===== config.mk =====
export PLATFORM = sky130hd
export DESIGN_NAME = ram_store_unit_flat
export DESIGN_NICKNAME = d
export VERILOG_FILES = /design/src/rtl/cpu_pkg.sv /design/src/rtl/ram_store_unit_if.sv /design/src/rtl/store_req_fifo.sv /design/src/rtl/ram_store_unit.sv /design/src/flat_wrapper.sv
export SDC_FILE = /design/constraint.sdc
export NUM_CORES = 1
export LEC_CHECK = 0
export ABC_CLOCK_PERIOD_IN_PS = 3900
export BUFFER_PORTS_ARGS = -buffer_cell sky130_fd_sc_hd__buf_4
export CAP_MARGIN = 0
export CORE_MARGIN = 5
export CORE_UTILIZATION = 45
export DETAILED_ROUTE_END_ITERATION = 16
export PLACE_DENSITY = 0.71
export SLEW_MARGIN = 20
export SYNTH_ARGS = -nofsm -noshare
export SYNTH_HDL_FRONTEND = slang
export SYNTH_SLANG_ARGS = --single-unit

===== constraint.sdc =====
create_clock -name clka -period 3.9 [get_ports clka]
set_input_delay 0.39 -clock clka [delete_from_list [all_inputs] [get_ports clka]]
set_output_delay 0.39 -clock clka [all_outputs]
set_load 0.01 [all_outputs]

===== src/rtl/cpu_pkg.sv =====
// Shared CPU definitions: RAM geometry, byte order, store request format and
// process-block offsets used by task-switch register saves.
package cpu_pkg;

    localparam int RAM_ADDR_W = 10;

    // Big-endian byte order: data[31:24] is byte 0 and lands at the lowest address.
    localparam int BYTE0_HI = 31;

    localparam int ADDRESS_PC    = 0;
    localparam int ADDRESS_REG   = 4;
    localparam int ADDRESS_FLAGS = 36;
    localparam int ADDRESS_SP    = 40;

    typedef struct packed {
        logic [RAM_ADDR_W-1:0] addr;
        logic [31:0]           data;
        logic [2:0]            len;
    } store_req_t;

    typedef enum logic {
        ST_IDLE,
        ST_WRITE
    } store_state_e;

    function automatic logic len_legal(input logic [2:0] len);
        return (len >= 3'd1) && (len <= 3'd4);
    endfunction

endpackage


===== src/rtl/ram_store_unit_if.sv =====
// Store request valid/ready bus between the decoder/execute side and the store unit.
interface ram_store_unit_if #(
    parameter int ADDR_W = 10
);
    logic              req_valid;
    logic              req_ready;
    logic [ADDR_W-1:0] req_addr;
    logic [31:0]       req_data;
    logic [2:0]        req_len;

    modport master (output req_valid, req_addr, req_data, req_len, input  req_ready);
    modport slave  (input  req_valid, req_addr, req_data, req_len, output req_ready);
endinterface


===== src/rtl/store_req_fifo.sv =====
// Synchronous request FIFO with occupancy count; read data is the current head.
module store_req_fifo
    import cpu_pkg::*;
#(
    parameter int DEPTH = 2
) (
    input  logic                     clka,
    input  logic                     rst,
    input  logic                     push_i,
    input  store_req_t               wdata_i,
    input  logic                     pop_i,
    output store_req_t               rdata_o,
    output logic [$clog2(DEPTH):0]   count_o,
    output logic                     full_o,
    output logic                     empty_o
);
    localparam int PW = $clog2(DEPTH);
    localparam int CW = PW + 1;

    store_req_t      mem [DEPTH];
    logic [PW-1:0]   wr_ptr_q;
    logic [PW-1:0]   rd_ptr_q;
    logic [CW-1:0]   count_q;

    // Pointers are log2(DEPTH) wide so they wrap without explicit compare.
    always_ff @(posedge clka or posedge rst) begin
        if (rst) begin
            wr_ptr_q <= '0;
            rd_ptr_q <= '0;
            count_q  <= '0;
        end else begin
            if (push_i) wr_ptr_q <= wr_ptr_q + PW'(1);
            if (pop_i)  rd_ptr_q <= rd_ptr_q + PW'(1);
            count_q <= count_q + CW'(push_i) - CW'(pop_i);
        end
    end

    always_ff @(posedge clka) begin
        if (push_i) mem[wr_ptr_q] <= wdata_i;
    end

    assign rdata_o = mem[rd_ptr_q];
    assign count_o = count_q;
    assign full_o  = (count_q == CW'(DEPTH));
    assign empty_o = (count_q == '0);

endmodule


===== src/rtl/ram_store_unit.sv =====
// Port-A write engine: queues 1..4 byte store requests and writes one byte per clka.
module ram_store_unit
    import cpu_pkg::*;
#(
    parameter int ADDR_W = RAM_ADDR_W,
    parameter int DEPTH  = 2
) (
    input  logic              clka,
    input  logic              rst,
    ram_store_unit_if.slave   req,
    output logic              ena,
    output logic              wea,
    output logic [ADDR_W-1:0] addra,
    output logic [7:0]        dia,
    output logic              busy,
    output logic              done,
    output logic              err
);
    localparam int CW = $clog2(DEPTH) + 1;

    store_state_e      state_q;
    logic [ADDR_W-1:0] cur_addr_q;
    logic [31:0]       cur_data_q;
    logic [2:0]        rem_q;
    logic              ena_q, wea_q, done_q, err_q, busy_q;
    logic [ADDR_W-1:0] addra_q;
    logic [7:0]        dia_q;

    store_req_t      wr_req, head;
    logic [CW-1:0]   count;
    logic            full, empty;
    logic            accept, push, pop, last_byte, write_d;
    logic [CW-1:0]   count_d;

    assign req.req_ready = !full;
    assign accept        = req.req_valid && !full;
    assign push          = accept && len_legal(req.req_len);
    assign last_byte     = (state_q == ST_WRITE) && (rem_q == 3'd1);
    assign pop           = !empty && ((state_q == ST_IDLE) || last_byte);

    always_comb begin
        wr_req      = '0;
        wr_req.addr = RAM_ADDR_W'(req.req_addr);
        wr_req.data = req.req_data;
        wr_req.len  = req.req_len;
    end

    store_req_fifo #(.DEPTH(DEPTH)) u_fifo (
        .clka    (clka),
        .rst     (rst),
        .push_i  (push),
        .wdata_i (wr_req),
        .pop_i   (pop),
        .rdata_o (head),
        .count_o (count),
        .full_o  (full),
        .empty_o (empty)
    );

    // busy is registered from next-cycle occupancy and next engine state.
    always_comb begin
        count_d = count + CW'(push) - CW'(pop);
        write_d = (state_q == ST_IDLE) ? !empty : !(last_byte && empty);
    end

    always_ff @(posedge clka or posedge rst) begin
        if (rst) begin
            state_q    <= ST_IDLE;
            cur_addr_q <= '0;
            cur_data_q <= '0;
            rem_q      <= '0;
            ena_q      <= 1'b0;
            wea_q      <= 1'b0;
            addra_q    <= '0;
            dia_q      <= '0;
            done_q     <= 1'b0;
            err_q      <= 1'b0;
            busy_q     <= 1'b0;
        end else begin
            err_q  <= accept && !len_legal(req.req_len);
            busy_q <= (count_d != '0) || write_d;
            done_q <= 1'b0;
            case (state_q)
                ST_IDLE: begin
                    ena_q <= 1'b0;
                    wea_q <= 1'b0;
                    if (!empty) state_q <= ST_WRITE;
                end
                ST_WRITE: begin
                    ena_q      <= 1'b1;
                    wea_q      <= 1'b1;
                    addra_q    <= cur_addr_q;
                    dia_q      <= cur_data_q[BYTE0_HI -: 8];
                    cur_data_q <= {cur_data_q[23:0], 8'h00};
                    cur_addr_q <= cur_addr_q + ADDR_W'(1);
                    rem_q      <= rem_q - 3'd1;
                    if (rem_q == 3'd1) begin
                        done_q <= 1'b1;
                        if (empty) state_q <= ST_IDLE;
                    end
                end
                default: state_q <= ST_IDLE;
            endcase
            // A pop overrides the shift/increment above so the next request starts seamlessly.
            if (pop) begin
                cur_addr_q <= ADDR_W'(head.addr);
                cur_data_q <= head.data;
                rem_q      <= head.len;
            end
        end
    end

    assign ena   = ena_q;
    assign wea   = wea_q;
    assign addra = addra_q;
    assign dia   = dia_q;
    assign done  = done_q;
    assign err   = err_q;
    assign busy  = busy_q;

endmodule


===== src/flat_wrapper.sv =====
// flat-port wrapper written by rule: the top's interface ports become plain ports
module ram_store_unit_flat import cpu_pkg::*;
#(
    parameter int ADDR_W = RAM_ADDR_W,
    parameter int DEPTH  = 2
)
  (clka, rst, ena, wea, addra, dia, busy, done, err, req_req_valid, req_req_addr, req_req_data, req_req_len, req_req_ready);
  ram_store_unit_if #(.ADDR_W(ADDR_W)) req_i ();
  input  logic clka;
  input  logic rst;
  output logic ena;
  output logic wea;
  output logic [ADDR_W-1:0] addra;
  output logic [7:0] dia;
  output logic busy;
  output logic done;
  output logic err;
  input wire logic [$bits(req_i.req_valid)-1:0] req_req_valid;
  input wire logic [$bits(req_i.req_addr)-1:0] req_req_addr;
  input wire logic [$bits(req_i.req_data)-1:0] req_req_data;
  input wire logic [$bits(req_i.req_len)-1:0] req_req_len;
  output wire logic [$bits(req_i.req_ready)-1:0] req_req_ready;
  assign req_i.req_valid = req_req_valid;
  assign req_i.req_addr = req_req_addr;
  assign req_i.req_data = req_req_data;
  assign req_i.req_len = req_req_len;
  assign req_req_ready = req_i.req_ready;
  ram_store_unit #(.ADDR_W(ADDR_W), .DEPTH(DEPTH)) u_core (.clka(clka), .rst(rst), .req(req_i), .ena(ena), .wea(wea), .addra(addra), .dia(dia), .busy(busy), .done(done), .err(err));
endmodule

### After elaboration in Yosys (flattened, before gate mapping)

Memory sizes are Yosys's and may differ from the RTL's.
Index checks and enable logic that the tools add are counted.
W data, S select, Z words.

| operators by class | value |
|---|---|
| mux-type cells | 15 |
| add/subtract/negate cells | 6 |
| bitwise operators | 1 |
| order comparisons | 2 |
| eq/ne operators | 2 |
| reduce and logical (&&, ||, !) cells | 16 |

Operators with widths:

| cell | number |
|---|---|
| $mux W32 | 2 |
| $mux W10 | 2 |
| $add A10 B1 Y10 const B | 1 |
| $logic_and A1 B1 Y1 | 7 |
| $mux W1 | 7 |
| $mux W3 | 2 |
| $logic_not A1 Y1 | 4 |
| $pmux W1 S2 | 2 |
| $reduce_bool A2 Y1 | 2 |
| $eq A3 B1 Y1 const B | 1 |
| $ge A3 B1 Y1 const B | 1 |
| $le A3 B3 Y1 const B | 1 |
| $sub A3 B1 Y3 const B | 1 |
| $add A1 B1 Y1 const B | 2 |
| $add A2 B1 Y2 | 1 |
| $eq A2 B2 Y1 const B | 1 |
| $logic_not A2 Y1 | 1 |
| $logic_or A1 B1 Y1 | 2 |
| $sub A2 B1 Y2 | 1 |
| $not A1 Y1 | 1 |

| storage, ports and cells | value |
|---|---|
| logic and storage cells | 56 |
| memory bits (writable) | 90 |
| memories kept | 1 |
| input port bits | 48 |
| output and inout bits | 24 |
| bits in registers | 72 |

Memory list:

| name | words | bits a word | rd ports | clocked after memory_dff | wr ports | RTL line | text |
|---|---|---|---|---|---|---|---|
| u_core.u_fifo.mem | 2 | 45 | 1 | 0 | 1 | store_req_fifo.sv:20 | `store_req_t mem [DEPTH];` |

### Logic depth before layout (Yosys ltp)

Gate-level depths: netlist (run 1).

| logic depth | value |
|---|---|
| word-level depth | 8 |
| gate-level depth with buffers | 9 |
| gate-level depth less buffers | 8 |

### Modules after synthesis

Synthesis (run 1) repeated with hierarchy kept, for this count alone.

| unflattened totals | value |
|---|---|
| cells, all modules | 426 |
| area, all modules | 6701.4 um^2 |

Modules (own cells, without submodules):

| module | instances | cells each | area an instance (um^2) | sequential area each (um^2) |
|---|---|---|---|---|
| store_req_fifo | 1 | 156 | 3647.2 | 2802.7 |
| ram_store_unit | 1 | 270 | 3054.2 | 1701.6 |

### Least setup slack after synthesis (run 1)

OpenSTA, ideal clock, no wires.

| path | value |
|---|---|
| path type | reg2reg |
| start point | register u_core.u_fifo.count_q[1] (netlist: u_core.u_fifo.count_o[1]) |
| end point | memory u_core.u_fifo.mem[0][0] (netlist bit) (enable) |
| buffers on the path | 0 |
| arrival time | 2.843 ns |
| clock period less this slack | 3.291 ns |
| stages on the path, launching flop included | 4 |
| library setup time | 0.448 ns |
| slack | 0.609 ns |
| required time | 3.452 ns |
| path through | dfrtp_1 -> or2b_1 -> nand4_1 -> nor2_1 |

| between the ends | value |
|---|---|
| longest elaborated chain between the ends | 6 |

Ends and longest elaborated chain:

| what | RTL line | text |
|---|---|---|
| start, declared | store_req_fifo.sv:23 | `logic [CW-1:0] count_q;` |
| start signal, assigned | store_req_fifo.sv:34 | `count_q <= count_q + CW'(push_i) - CW'(pop_i);` |
| $eq A2 B2 Y1 | store_req_fifo.sv:44 | `assign full_o = (count_q == CW'(DEPTH));` |
| $logic_not A1 Y1 | n/a |  |
| net req_req_ready | flat_wrapper.sv:22 | `output wire logic [$bits(req_i.req_ready)-1:0] req_req_ready;` |
| $logic_and A1 B1 Y1 | ram_store_unit.sv:36 | `assign accept = req.req_valid && !full;` |
| $logic_and A1 B1 Y1 | ram_store_unit.sv:37 | `assign push = accept && len_legal(req.req_len);` |
| $mux W1 | store_req_fifo.sv:39 | `if (push_i) mem[wr_ptr_q] <= wdata_i;` |
| $mux W1 (not written as such) | store_req_fifo.sv:39 |  |
| end, declared | store_req_fifo.sv:20 |  |

The timed path passes the listed nets, and every way through them passes these cells.

### Worst setup path after layout (run 1)

| path | value |
|---|---|
| start point | register u_core.rem_q[1] |
| end point | register u_core.busy_q (netlist: u_core.busy) |

| between the ends | value |
|---|---|
| longest elaborated chain between the ends | 7 |
| elaborated cells between the ends (all ways) | 10 |
| those cells by class | add/sub (1); eq/ne (1); mux (1); reduce/logical (7) |

Ends and longest elaborated chain:

| what | RTL line | text |
|---|---|---|
| start, declared | ram_store_unit.sv:24 | `logic [2:0] rem_q;` |
| start signal, assigned | ram_store_unit.sv:96 | `rem_q <= rem_q - 3'd1;` |
| start signal, assigned | ram_store_unit.sv:108 | `rem_q <= head.len;` |
| $eq A3 B1 Y1 (*) | ram_store_unit.sv:38 | `assign last_byte = (state_q == ST_WRITE) && (rem_q == 3'd1);` |
| $logic_and A1 B1 Y1 (*) | ram_store_unit.sv:38 |  |
| $logic_or A1 B1 Y1 | ram_store_unit.sv:39 | `assign pop = !empty && ((state_q == ST_IDLE) \|\| last_byte);` |
| $logic_and A1 B1 Y1 | ram_store_unit.sv:39 |  |
| $sub A2 B1 Y2 | ram_store_unit.sv:62 | `count_d = count + CW'(push) - CW'(pop);` |
| $reduce_bool A2 Y1 | ram_store_unit.sv:81 | `busy_q <= (count_d != '0) \|\| write_d;` |
| $logic_or A1 B1 Y1 (*) | ram_store_unit.sv:81 |  |
| end signal, assigned | ram_store_unit.sv:81 |  |
| end, declared | ram_store_unit.sv:25 | `logic ena_q, wea_q, done_q, err_q, busy_q;` |

Every way passes the cells marked *; elsewhere a longest branch is shown, timed or not.
A chain may end at the register's enable or synchronous reset.

==> flow_summary.yaml, run 1 <==
synthesis:
  synth_nets: 511
  ys_async_sr_fraction: 0.4444
  yosysSeqAreaShare: 0.6743
  synthDistinctLibCells: 43
  synth_top_family_by_area: "compound AO/OA/AOI/OAI gates"
  synth_xor_area_frac: 0.01442
  synth_area_leaders: "edfxtp_1, dfrtp_1, a211oi_2, mux2_2, nor2b_1"
  synthSimpleGateAreaFrac: 0.09665
  synth_top_area_share: 0.4046
  synth_compound_gate_area_share: 0.1216
  syn_inst: 459
  syn-cell-area_mm2: 0.006680
  synth-seq-cells: 162
  yosys_warnings: 0
  synth_top_cell_by_area: "edfxtp_1"
  synth_edf_count: 90
  synth.mux.area_fraction: 0.05319
  synth_fa_ha_area_frac: 0.007492
  syn_area_per_cell_um2: 14.55
  synth_ff_type: "edfxtp_1"
clock_tree:
  cts-resized-gates: 0
  clk_latency_ns: 0.43
  htree_levels: 4
  cts.sinks: 162
  cts_tree: "yes"
  post-cts-setup-buffers: 0
  cts_root_buf: "clkbuf_16"
  hold_buffers: 0
  clk_pin_slew_ns: 0.06
  cts_max_path_buffers: 2
  cts_buffers: 17
die:
  fp.dieH_um: 131.8
  start_util: 0.4596
  core-area_mm2: 0.01453
  ios: 72
  fp-row-count: 44
  chipWidth_um: 131.8
  dieArea_mm2: 0.01738
global_route:
  use_met3: 0.05076
  met2_usage: 0.2269
  grt_first_pass_wirelength_mm: 20.47
  grt_pass1_vias: 3902
  grt_usage: 0.1473
  antenna_found_initial: 0
  grt_overflow: 0
  use_met1: 0.1981
  top_usage_layer: "met2"
  grt_max_degree: 79
routing:
  routed_wl_mm: 12.34
  initialDrtViolationCount: 345
  drcViolationCount: 0
  post_drt_wl_per_cell_um: 17.07
  viasPerCell: 5.242
  dr_total_vias: 3790
  drtAntennaViolNets: 0
  dr.pass1.iters: 6
critical_path:
  critPathCaptureType: "flip-flop"
  startpoint_type: "flip-flop"
  arrival_ns: 2.84
  crit_type: "reg -> reg"
  worstPathRequired_ns: 4.20
  cp_max_fo: 33
run:
  drv_cap: 0
sta:
  grt_setup_unrepaired: "no"
  worst_pin_slew_ns: 1.037
  setup_viol: 0
  slew_headroom: 0.3085
  fin_crit_sh: 0.6496
  finalSetupTns_ns: 0
  whs_ns: 0.1061
  fmax_ghz: 0.3947
  hold_violations: 0
  drv_slew: 0
  post-route-min-period_ns: 2.534
  clock_skew_ns: 0.01094
placement:
  port-buffer-count: 71
  dp_cells: 691
  dp_hpwl_mm: 7.854
  gp_congestion: 0.8251
power:
  total_power_mw: 5.988
  powerDensity_mw_per_mm2: 756.6
  peakVddDrop_uv: 419.9
  power.leakage_nw: 2.996
layout:
  nets: 578
  antenna_cells: 0
  synthToLayoutAreaGrowth_pct: 18.47
  layout-drive-gt1-share: 0.3377
  utilization: 0.5445
  multi_input_area_mm2: 0.001982
  seqCellArea_mm2: 0.004509
  instances_no_fill: 723
  nFillCells: 1190
status:
  status: "completed"
min_path:
  hold_class: "in -> async"
-- path summary, 6_finish.rpt --
| kind | from | to | slack, ns | cells after the start |
|---|---|---|---|---|
| worst min register to register | u_core.cur_data_q[5]$_DFFE_PP0P_ | u_core.cur_data_q[5]$_DFFE_PP0P_ | 0.48 | 2 |
| max in group asynchronous | rst | u_core.state_q$_DFF_PP0_ | 2.93 | 3 |
| worst max-delay path | u_core.rem_q[1]$_DFFE_PP0P_ | u_core.busy$_DFF_PP0_ | 1.37 | 8 |
| min in group clka | req_req_data[2] | u_core.u_fifo.mem[0][5]$_DFFE_PP_ | 0.14 | 1 |
| worst max register to register | u_core.rem_q[1]$_DFFE_PP0P_ | u_core.busy$_DFF_PP0_ | 1.37 | 8 |
| worst min-delay path | rst | u_core.rem_q[0]$_DFFE_PP0P_ | 0.11 | 2 |
-- layout by cell type, fill, tap and decap left out, types with 4 or more instances in the layout --
cell         n
edfxtp_1    90
buf_4       77
dfrtp_1     70
nand2_1     46
nor2b_1     32
nor2_1      31
a211oi_2    25
mux2_2      20
clkbuf_16   17
o31ai_2     14
mux2i_1     13
o31ai_1     11
o21ai_0     10
xnor2_1      7
a21oi_1      7
a211oi_1     6
nand3_1      4
xor2_1       4
inv_1        4
ha_1         4
inv_6        4
clkinvlp_4   4
-- critical path: stages (launching register included) --
cell and delay, ns:
dfrtp_1 0.38, inv_1 0.08, ha_1 0.19, nand2b_4 0.08
a21oi_4 0.73, xnor2_1 0.17, ha_1 0.25, xor2_1 0.16
or3_1 0.36
-- per-stage QoR --
| step | cell area, µm² | worst slack [ns] |
|---|---|---|
| finish | 7914 | 1.366 |
| global route | 7914 | 1.234 |
| CTS | 7911 | 1.120 |
| detailed placement | 7317 | 1.140 |
| global placement | 7317 | 1.223 |
| floorplan | 6680 | 0.6091 |
-- cell families after synthesis --
family / Yosys count
AOI/OAI and AO/OA: 85
xor gates and xnor gates: 11
adders and majority gates: 4
buffers and inverters: 34
DFF: 162
muxes: 33
and+or+nand+nor: 130
-- layer usage --
layer,vias up,part of all wire
li1,1804,-
met1,1898,0.46
met2,74,0.49
met3,14,0.037
met4,0,0.016
met5,-,0
-- cell usage after synthesis, types with 2 or more instances --
library cell and instances:
edfxtp_1 90, dfrtp_1 72, nand2_1 46, nor2_1 33, nor2b_1 32, a211oi_2 25
mux2_2 20, buf_2 17, o31ai_2 14, mux2i_1 13, o31ai_1 11, o21ai_0 10
a21oi_1 7, buf_6 7, xnor2_1 7, a211oi_1 6, inv_1 5, buf_4 4
ha_1 4, nand3_1 4, xor2_1 4, nand4_1 3, a21o_1 2, a22oi_1 2
o21ai_1 2, or3_1 2
-- registers in the layout, indices dropped and copies added, names as in the netlist --
register                cells
u_core.cur_data_q          32
u_core.rem_q                3
u_core.dia                  8
u_core.cur_addr_q          10
u_core.u_fifo.mem          90
u_core.ena                  1
u_core.err                  1
u_core.state_q              1
u_core.u_fifo.rd_ptr_q      1
u_core.busy                 1
u_core.u_fifo.wr_ptr_q      1
u_core.done                 1
u_core.addra               10
u_core.u_fifo.count_o       2
-- final cells by class --
cell class,instances,area share
repair buffers,77,0.07304
inverters,5,0.002530
flip-flops and latches,162,0.5698
clock inverters,13,0.01913
clock buffers,19,0.05597
multi-input cells,263,0.2504
well taps,184,0.02909
-- power breakdown --
part	total, mW	switching, mW	internal, mW	leakage [nW]
Clock	1.65	0.676	0.969	0.277
Sequential	2.73	0.448	2.29	1.71
Combinational	1.61	0.819	0.788	1.00
Total	5.99	1.94	4.04	3.00
Power figures use the tool's default switching activity.
==> inputs of run 2 (changes only) <==
- ABC_CLOCK_PERIOD_IN_PS: 3900 -> 2700
- clock period: 3.9 -> 2.7 ns (I/O delays scaled with it)
==> flow_summary.yaml, run 2 (synthesized netlist as in run 1, its figures left out) <==
clock_tree:
  post-cts-setup-buffers: 0
  clk_pin_slew_ns: 0.06
  cts_tree: "yes"
  cts_root_buf: "clkbuf_16"
  cts_max_path_buffers: 2
  cts-resized-gates: 0
  cts_buffers: 17
  htree_levels: 4
  cts.sinks: 162
  clk_latency_ns: 0.42
critical_path:
  path_depth: 4
  arrival_ns: 2.31
  cp_num_buf_inv: 1
  critPathCaptureType: "flip-flop"
  crit_end: "u_core.cur_addr_q[1]$_DFFE_PP0P_"
  ff2ff_path_depth: 4
  crit_path_start: "u_core.state_q$_DFF_PP0_"
  r2r_start: "u_core.state_q$_DFF_PP0_"
  slowest_delay_ns: 0.74
  r2r-end: "u_core.cur_addr_q[1]$_DFFE_PP0P_"
  cp_slowest_cell: "dfrtp_1"
  cp_top_family: "compound AO/OA/AOI/OAI gates"
  cp_max_fo: 17
  crit_type: "reg -> reg"
  crit_chain: "a21o_2 -> buf_4 -> a211oi_1 -> o31ai_1"
  worstPathRequired_ns: 3.02
  r2r_slack_ns: 0.71
  startpoint_type: "flip-flop"
layout:
  final_common_cell: "edfxtp_1"
  top_register: "u_core.u_fifo.mem"
  antenna_cells: 0
  final_cell_mix: "edfxtp_1, buf_4, dfrtp_1"
  layout-drive-gt1-share: 0.3443
  reg_top3: "u_core.u_fifo.mem: 90 flops, u_core.cur_data_q: 32 flops"
  synthToLayoutAreaGrowth_pct: 20.10
  largest_register_ffs: 90
  nets: 585
  stdcell_area_mm2: 0.008023
  instances_no_fill: 730
die:
  ios: 72
  chipWidth_um: 131.8
  fp-row-count: 44
  core-area_mm2: 0.01453
  fp.dieH_um: 131.8
  dieArea_mm2: 0.01738
  start_util: 0.4596
global_route:
  grt_usage: 0.1520
  use_met1: 0.1981
  antenna_found_initial: 0
  grt_pass1_vias: 4102
  met2_usage: 0.2413
  top_usage_layer: "met2"
  use_met3: 0.04198
  grt_overflow: 0
  grt_max_degree: 62
  grt_first_pass_wirelength_mm: 21.00
sta:
  worst_pin_slew_ns: 0.7909
  fmax_ghz: 0.5014
  fin_crit_sh: 0.7387
  hold_violations: 0
  post-route-min-period_ns: 1.994
  slew_headroom: 0.4727
  clock_skew_ns: 0.006033
  grt_setup_unrepaired: "no"
  drv_slew: 0
  worst_slack_ns: 0.7056
  setup_viol: 0
placement:
  gp_congestion: 0.7789
  placed_area_mm2: 0.007412
  dp_slack_ns: 0.7176
  dp_hpwl_mm: 8.287
  dp_cells: 697
  port-buffer-count: 71
routing:
  post_drt_wl_per_cell_um: 17.14
  viasPerCell: 5.197
  routed_wl_mm: 12.51
  drtAntennaViolNets: 0
  initialDrtViolationCount: 252
  dr.pass1.iters: 4
  drcViolationCount: 0
  dr_total_vias: 3794
min_path:
  holdPathStages: 1
  hold_class: "in -> reg"
power:
  power.leakage_nw: 3.073
  peakVddDrop_uv: 522.3
  powerDensity_mw_per_mm2: 1083
  total_power_mw: 8.690
status:
  status: "completed"
run:
  drv_cap: 0
## run 2: changes by cell type in the layout (fill, tap and decap cells not counted), moves of 3 or more
cell and change:
buf_12 +4, clkinvlp_4 -4, inv_4 +3, clkinv_2 +4, inv_6 -3, clkbuf_16 +4
## run 2: how the worst min path moves through the flow
stage	start	end	slack, ns
finish	req_req_data[22]	u_core.u_fifo.mem[1][25]$_DFFE_PP_	0.04
CTS	req_req_data[17]	u_core.u_fifo.mem[1][20]$_DFFE_PP_	0.02
detailed placement	rst	u_core.state_q$_DFF_PP0_	0.42
global route	req_req_data[7]	u_core.u_fifo.mem[1][10]$_DFFE_PP_	0.01
floorplan	u_core.state_q$_DFF_PP0_	u_core.ena$_DFF_PP0_	0.35
global placement	rst	u_core.err$_DFF_PP0_	0.41
## run 2: power by group
group          switching, mW  internal, mW  total (mW)  leakage, nW
clock network          0.934          1.42        2.35        0.308
logic                   1.28          1.18        2.46         1.05
registers              0.580          3.30        3.88         1.71
total                   2.79          5.90        8.69         3.07
## run 2: repair_timing
item,in CTS,in global routing
setup endpoints to repair,0,0
hold endpoints to repair,29,0
hold buffers,1,0
## run 2: per-layer routing
layer,wire (µm),up-vias
li1,-,1819
met5,0,-
met2,6009,91
met3,634,20
met4,261,0
met1,5605,1864
## run 2: cell type report
| type | count | area [µm²] |
|---|---|---|
| tap | 184 | 230.2 |
| sequential | 162 | 4508 |
| inverter | 5 | 18.77 |
| clock inverter | 10 | 61.31 |
| fill | 1179 | 6511 |
| timing repair buffer | 84 | 683.2 |
| multi-input combinational | 263 | 1982 |
| clock buffer | 22 | 539.3 |
## run 2: per-stage QoR
| stage | TNS (ns) | hold slack (ns) | util |
|---|---|---|---|
| 2_1_floorplan | -53.18 | 0.3548 | - |
| 3_3_place_gp | 0 | 0.4128 | 0.5100 |
| 3_5_place_dp | 0 | 0.4160 | 0.5100 |
| 4_1_cts | 0 | 0.01509 | 0.5520 |
| 5_1_grt | 0 | 0.01240 | 0.5520 |
| 6_report | 0 | 0.03548 | 0.5520 |
## run 2: worst register-to-register path: stages, from the launching register on
cell and delay [ns]:
dfrtp_1 0.74, a21o_2 0.46, buf_4 0.36, a211oi_1 0.09, o31ai_1 0.24
